==> src/rtl/sram32_ctrl.sv <==
// 32-bit CPU bus to 16-bit asynchronous SRAM bridge: each word is two sequenced halfword cycles, low half first.
// Optional macro SRAM_POSTED_WRITE_EN: writes acknowledge one cycle after acceptance and complete in the background.
module sram32_ctrl #(
    parameter int WAIT_CYCLES = 1
) (
    input  logic        clk,
    input  logic        reset_b,
    input  logic        req,
    input  logic        rnw,
    input  logic [16:0] address,
    input  logic [31:0] din,
    output logic [31:0] dout,
    output logic        ready,
    output logic        busy,
    output logic [17:0] ram_adr,
    output logic        ram_cs_b,
    output logic        ram_oe_b,
    output logic        ram_we_b,
    output logic [15:0] ram_dout,
    output logic        ram_dout_en,
    input  logic [15:0] ram_din
);

`ifdef SRAM_POSTED_WRITE_EN
    localparam logic POSTED_WR = 1'b1;
`else
    localparam logic POSTED_WR = 1'b0;
`endif

    localparam logic [3:0] STROBE_LAST = 4'(WAIT_CYCLES - 1);

    typedef enum logic [2:0] {
        IDLE   = 3'd0,
        SETUP  = 3'd1,
        STROBE = 3'd2,
        HOLD   = 3'd3,
        DONE   = 3'd4
    } state_t;

    state_t      state_q;
    logic        half_q;
    logic [3:0]  cnt_q;
    logic        rnw_q;
    logic [16:0] addr_q;
    logic [15:0] din_hi_q;
    logic [15:0] lo_q;
    logic [31:0] dout_q;
    logic        ready_q;
    logic        busy_q;
    logic [17:0] ram_adr_q;
    logic        ram_cs_b_q;
    logic        ram_oe_b_q;
    logic        ram_we_b_q;
    logic [15:0] ram_dout_q;
    logic        ram_dout_en_q;

    // Every pin-facing signal is a flop, so the SRAM strobes never glitch.
    always_ff @(posedge clk or negedge reset_b) begin
        if (!reset_b) begin
            state_q       <= IDLE;
            half_q        <= 1'b0;
            cnt_q         <= 4'd0;
            rnw_q         <= 1'b1;
            addr_q        <= 17'd0;
            din_hi_q      <= 16'd0;
            lo_q          <= 16'd0;
            dout_q        <= 32'd0;
            ready_q       <= 1'b0;
            busy_q        <= 1'b0;
            ram_adr_q     <= 18'd0;
            ram_cs_b_q    <= 1'b1;
            ram_oe_b_q    <= 1'b1;
            ram_we_b_q    <= 1'b1;
            ram_dout_q    <= 16'd0;
            ram_dout_en_q <= 1'b0;
        end else begin
            ready_q <= 1'b0;
            case (state_q)
                IDLE: begin
                    if (req) begin
                        rnw_q         <= rnw;
                        addr_q        <= address;
                        din_hi_q      <= din[31:16];
                        half_q        <= 1'b0;
                        state_q       <= SETUP;
                        busy_q        <= 1'b1;
                        ram_adr_q     <= {address, 1'b0};
                        ram_cs_b_q    <= 1'b0;
                        ram_oe_b_q    <= 1'b1;
                        ram_we_b_q    <= 1'b1;
                        ram_dout_en_q <= !rnw;
                        ready_q       <= POSTED_WR & !rnw;
                        if (!rnw) begin
                            ram_dout_q <= din[15:0];
                        end
                    end
                end
                SETUP: begin
                    state_q <= STROBE;
                    cnt_q   <= STROBE_LAST;
                    if (rnw_q) begin
                        ram_oe_b_q <= 1'b0;
                    end else begin
                        ram_we_b_q <= 1'b0;
                    end
                end
                STROBE: begin
                    if (cnt_q == 4'd0) begin
                        state_q    <= HOLD;
                        ram_oe_b_q <= 1'b1;
                        ram_we_b_q <= 1'b1;
                        // Low half is parked so dout only changes once the full word is in.
                        if (rnw_q) begin
                            if (half_q) begin
                                dout_q <= {ram_din, lo_q};
                            end else begin
                                lo_q <= ram_din;
                            end
                        end
                    end else begin
                        cnt_q <= cnt_q - 4'd1;
                    end
                end
                HOLD: begin
                    if (!half_q) begin
                        half_q    <= 1'b1;
                        state_q   <= SETUP;
                        ram_adr_q <= {addr_q, 1'b1};
                        if (!rnw_q) begin
                            ram_dout_q <= din_hi_q;
                        end
                    end else begin
                        state_q       <= DONE;
                        ram_cs_b_q    <= 1'b1;
                        ram_dout_en_q <= 1'b0;
                        ready_q       <= rnw_q | !POSTED_WR;
                    end
                end
                DONE: begin
                    state_q <= IDLE;
                    busy_q  <= 1'b0;
                end
                default: begin
                    state_q <= IDLE;
                    busy_q  <= 1'b0;
                end
            endcase
        end
    end

    assign dout        = dout_q;
    assign ready       = ready_q;
    assign busy        = busy_q;
    assign ram_adr     = ram_adr_q;
    assign ram_cs_b    = ram_cs_b_q;
    assign ram_oe_b    = ram_oe_b_q;
    assign ram_we_b    = ram_we_b_q;
    assign ram_dout    = ram_dout_q;
    assign ram_dout_en = ram_dout_en_q;

endmodule
==> config.mk <==
export PLATFORM = sky130hd
export DESIGN_NAME = sram32_ctrl
export DESIGN_NICKNAME = d
export VERILOG_FILES = /design/src/rtl/sram32_ctrl.sv
export SDC_FILE = /design/constraint.sdc
export NUM_CORES = 1
export LEC_CHECK = 0
export CAP_MARGIN = 5
export CELL_PAD_IN_SITES_DETAIL_PLACEMENT = 2
export CELL_PAD_IN_SITES_GLOBAL_PLACEMENT = 2
export CORE_MARGIN = 2
export CORE_UTILIZATION = 35
export DETAILED_ROUTE_END_ITERATION = 8
export PLACE_DENSITY_LB_ADDON = 0.1
export SLEW_MARGIN = 5
export SYNTH_ARGS = -nofsm -noshare
export SYNTH_HDL_FRONTEND = slang
export SYNTH_SLANG_ARGS = --single-unit
==> constraint.sdc <==
create_clock -name clk -period 2.95 [get_ports clk]
set_input_delay 0.4425 -clock clk [delete_from_list [all_inputs] [get_ports clk]]
set_output_delay 0.4425 -clock clk [all_outputs]
set_load 0.03 [all_outputs]
==> impl_summary.txt <==
----------------------------------------------------
[Place]
  Total of buffers placed on input and output ports ... 140
  Total instance count after detailed placement ... 770
  Minimum setup slack after placement ... 0.261 ns
  Estimated wirelength of the detail-placed design ... 10400 µm
  Area post-placement ... 0.00717 mm²
  Final RePlAce weighted congestion ... 0.717

[STA]
  Fin crit period ... 2.32 ns
  Final worst slack ... 0.634 ns
  Slew at the pin closest to its max-slew limit ... 0.712 ns
  RSZ-0062 raised after global routing ... no
  Worst-case headroom to the max-slew limit ... 0.525
  Max Slew Vio Count ... 0
  Crit share post-route ... 0.785
  Count of final hold-check violations ... 0
  Top achievable clock speed ... 432 MHz
  Setup TNS ... 0 ns
  Worst-case clock skew ... 0.00960 ns
  Finish-stage setup viols ... 0

[Route]
  Iteration-0 DRC count of the detailed router ... 153
  WL/cell ... 20.0 µm
  Total wirelength of the detailed-routed design ... 16000 µm
  Via/cell ratio ... 4.82
  Number of nets with antenna violations after routing ... 0
  Vias after detailed routing ... 3866
  Number of iterations in the first detailed-routing pass ... 4
  Remaining DRCs ... 0

[Synth]
  Mean area per synthesized cell ... 12.8 µm²
  Number of synthesized flops with an enable pin ... 0
  Area share of the largest cell type after synthesis ... 0.573
  Number of different library cells in the post-synthesis netlist ... 45
  Gate count of the mapped netlist ... 429
  Mapped Area ... 0.00550 mm²
  Synth top area cells ... sky130_fd_sc_hd__dfrtp_1, sky130_fd_sc_hd__mux2_2, sky130_fd_sc_hd__nand2_1, sky130_fd_sc_hd__mux2_4, sky130_fd_sc_hd__dfstp_2
  Synth async-reset ratio ... 1.00
  Sequential element share of the synthesized area ... 0.592
  Most frequently used flop master after synthesis ... sky130_fd_sc_hd__dfrtp_1
  Post-synthesis sequential element count ... 130
  Cell type with the largest total area after synthesis ... sky130_fd_sc_hd__dfrtp_1
  Number of nets in the synthesized netlist ... 499
  Count of synthesis-stage warnings from yosys ... 0

[Global routing]
  Via count of the first global-routing pass ... 4480
  Antenna violations before repair ... 0
  Pin count of the biggest net entering global routing ... 75
  Grt ovf ... 0
  First-pass GRT wire length ... 25600 µm
  Combined global-route utilization of all metal layers ... 0.206

[Critical path]
  Cells traversed along the worst timing path ... or4b_4 -> a211oi_4 -> buf_4 -> mux2_2
  Cell at the slowest stage of the critical path ... sky130_fd_sc_hd__or4b_4
  Largest fanout on the critical path ... 16
  Delay contributed by the slowest stage of the critical path ... 0.73 ns
  CP Capture Type ... flop
  Start-to-end type of the worst setup path ... flop to flop
  Arrival time of data at the critical path endpoint ... 2.62 ns
  Critical Path Source Type ... flop
  CP required ... 3.26 ns

[Clocking]
  Count of hold-fix buffers inserted at cts ... 0
  Total of cells resized after clock tree synthesis ... 0
  Buffers from clock root to sink, at most ... 2
  Setup Buffers After CTS ... 0
  Number of buffers created by CTS ... 17
  Clock tree root driver cell ... sky130_fd_sc_hd__clkbuf_16
  Clock latency at the later pin of the worst-skew pair ... 0.43 ns
  Clock transition time at the flip-flop clock pins of the worst setup and hold paths ... 0.06 ns
  H-Tree Level Count ... 4
  TritonCTS clock tree ... yes
  Number of sinks driven by the clock tree ... 130

[Finish]
  Fraction of layout cells with a size suffix above 1 ... 0.288
  Most common library cell in the layout ignoring fill and taps ... sky130_fd_sc_hd__clkdlybuf4s50_1
  Final Util ... 0.509
  Commonest cells after routing, fill and taps aside ... sky130_fd_sc_hd__clkdlybuf4s50_1, sky130_fd_sc_hd__dfrtp_1, sky130_fd_sc_hd__mux2_2
  Layout-stage area growth over the synthesis result ... 41.3%
  Post-route cell area ... 0.00777 mm²
  Net count, final ... 648
  Final antenna diode count ... 0
  Count of placed standard cells in the final layout, fillers left out ... 802

[Hold path]
  Min-Delay Path Class ... input pin to async pin

[Die]
  Floorplan Core Area ... 0.0153 mm²
  Starting Density ... 0.361
  Die Width ... 129 µm
  Vertical die dimension ... 129 µm
  Number of standard-cell rows in the floorplan ... 45
  DIE AREA ... 0.0167 mm²
  Total I/O pin count ... 141

[Run]
  Max-cap viol count ... 0

[Power and ir drop]
  Power density normalized to cell area ... 1260 mW/mm²
  Static power due to leakage ... 3.38 nW
  Worst VDD drop ... 0.577 mV

[Outcome]
  Result of the run ... completed

----------------------------------------------------
==> kinds of logic (layout without fill, tap and decap cells) <==
logic type / after synthesis / after routing / synth area share
xor gates and xnor gates: 1 / 1 / 0.00159
adders and majority gates: 1 / 1 / 0.00227
DFF: 130 / 130 / 0.592
and+or+nand+nor: 128 / 128 / 0.102
muxes: 114 / 114 / 0.240
buffers and inverters: 30 / 192 / 0.0266
AOI/OAI and AO/OA: 25 / 25 / 0.0355
==> flip-flops by register name, indices dropped and copies added, names as in the netlist, 3 cells and up <==
| name | flops |
|---|---|
| addr_q | 17 |
| ram_adr | 18 |
| din_hi_q | 16 |
| state_q | 3 |
| ram_dout | 16 |
| cnt_q | 4 |
| dout | 32 |
| lo_q | 16 |
==> cell usage after synthesis (2+ instances only) <==
master	n
sky130_fd_sc_hd__a32oi_1	2
sky130_fd_sc_hd__dfrtp_1	126
sky130_fd_sc_hd__inv_1	8
sky130_fd_sc_hd__a21oi_1	2
sky130_fd_sc_hd__nor2_1	8
sky130_fd_sc_hd__mux2_2	104
sky130_fd_sc_hd__nand2_1	103
sky130_fd_sc_hd__o2bb2ai_1	2
sky130_fd_sc_hd__nand4_1	2
sky130_fd_sc_hd__clkbuf_1	9
sky130_fd_sc_hd__dfstp_2	4
sky130_fd_sc_hd__o21ai_0	7
sky130_fd_sc_hd__a22o_1	2
sky130_fd_sc_hd__buf_2	9
sky130_fd_sc_hd__nor2b_1	2
sky130_fd_sc_hd__mux2_4	10
==> metal layers <==
layer	GRT usage	wire length (µm)
met3	0.0516	676
met5	0	0
met4	0.0671	188
met1	0.261	6920
met2	0.346	8240
==> final timing paths <==
check                           slack, ns              startpoint  cells after the start                      end
worst max-delay path                 0.63  state_q[0]$_DFFE_PN0P_                      4  ram_dout[3]$_DFFE_PN0P_
worst min-delay path                 0.03                 reset_b                      1   ram_adr[2]$_DFFE_PN0P_
worst max register to register       0.63  state_q[0]$_DFFE_PN0P_                      4  ram_dout[3]$_DFFE_PN0P_
worst min register to register       0.48  addr_q[15]$_DFFE_PN0P_                      2   addr_q[15]$_DFFE_PN0P_
max in group asynchronous            2.13                 reset_b                      2  din_hi_q[8]$_DFFE_PN0P_
min in group clk                     0.48  addr_q[15]$_DFFE_PN0P_                      2   addr_q[15]$_DFFE_PN0P_
==> critical path, delay by kind of cell, from the launching register on <==
| kind | cells | cell delay [ns] |
|---|---|---|
| and+or+nand+nor | 1 | 0.73 |
| DFF | 1 | 0.54 |
| muxes | 1 | 0.38 |
| buffers and inverters | 1 | 0.31 |
| AOI/OAI and AO/OA | 1 | 0.23 |
==> report_power, final <==
| part | internal, mW | leakage [nW] | switching (mW) | total [mW] |
|---|---|---|---|---|
| Clock | 1.33 | 0.286 | 0.852 | 2.19 |
| Sequential | 2.68 | 1.56 | 0.524 | 3.20 |
| Combinational | 2.09 | 1.53 | 2.35 | 4.44 |
==> through the flow <==
step / total power [mW] / hold slack [ns]
3_5_place_dp: 7.67 / 0.469
6_report: 9.83 / 0.0261
5_1_grt: 10.4 / 0.0557
4_1_cts: 10.0 / 0.0542
3_3_place_gp: 7.44 / 0.452
2_1_floorplan: 5.89 / 0.147
==> cell type report <==
cell class / count / area, µm²
Multi-Input combinational cell: 269 / 2110
Clock inverter: 15 / 183
Fill cell: 1495 / 7480
Tap cell: 211 / 264
Inverter: 8 / 30.0
Sequential cell: 130 / 3260
Timing Repair Buffer: 152 / 1510
Clock buffer: 17 / 425
Note: power is estimated with default switching activity, not from simulation.
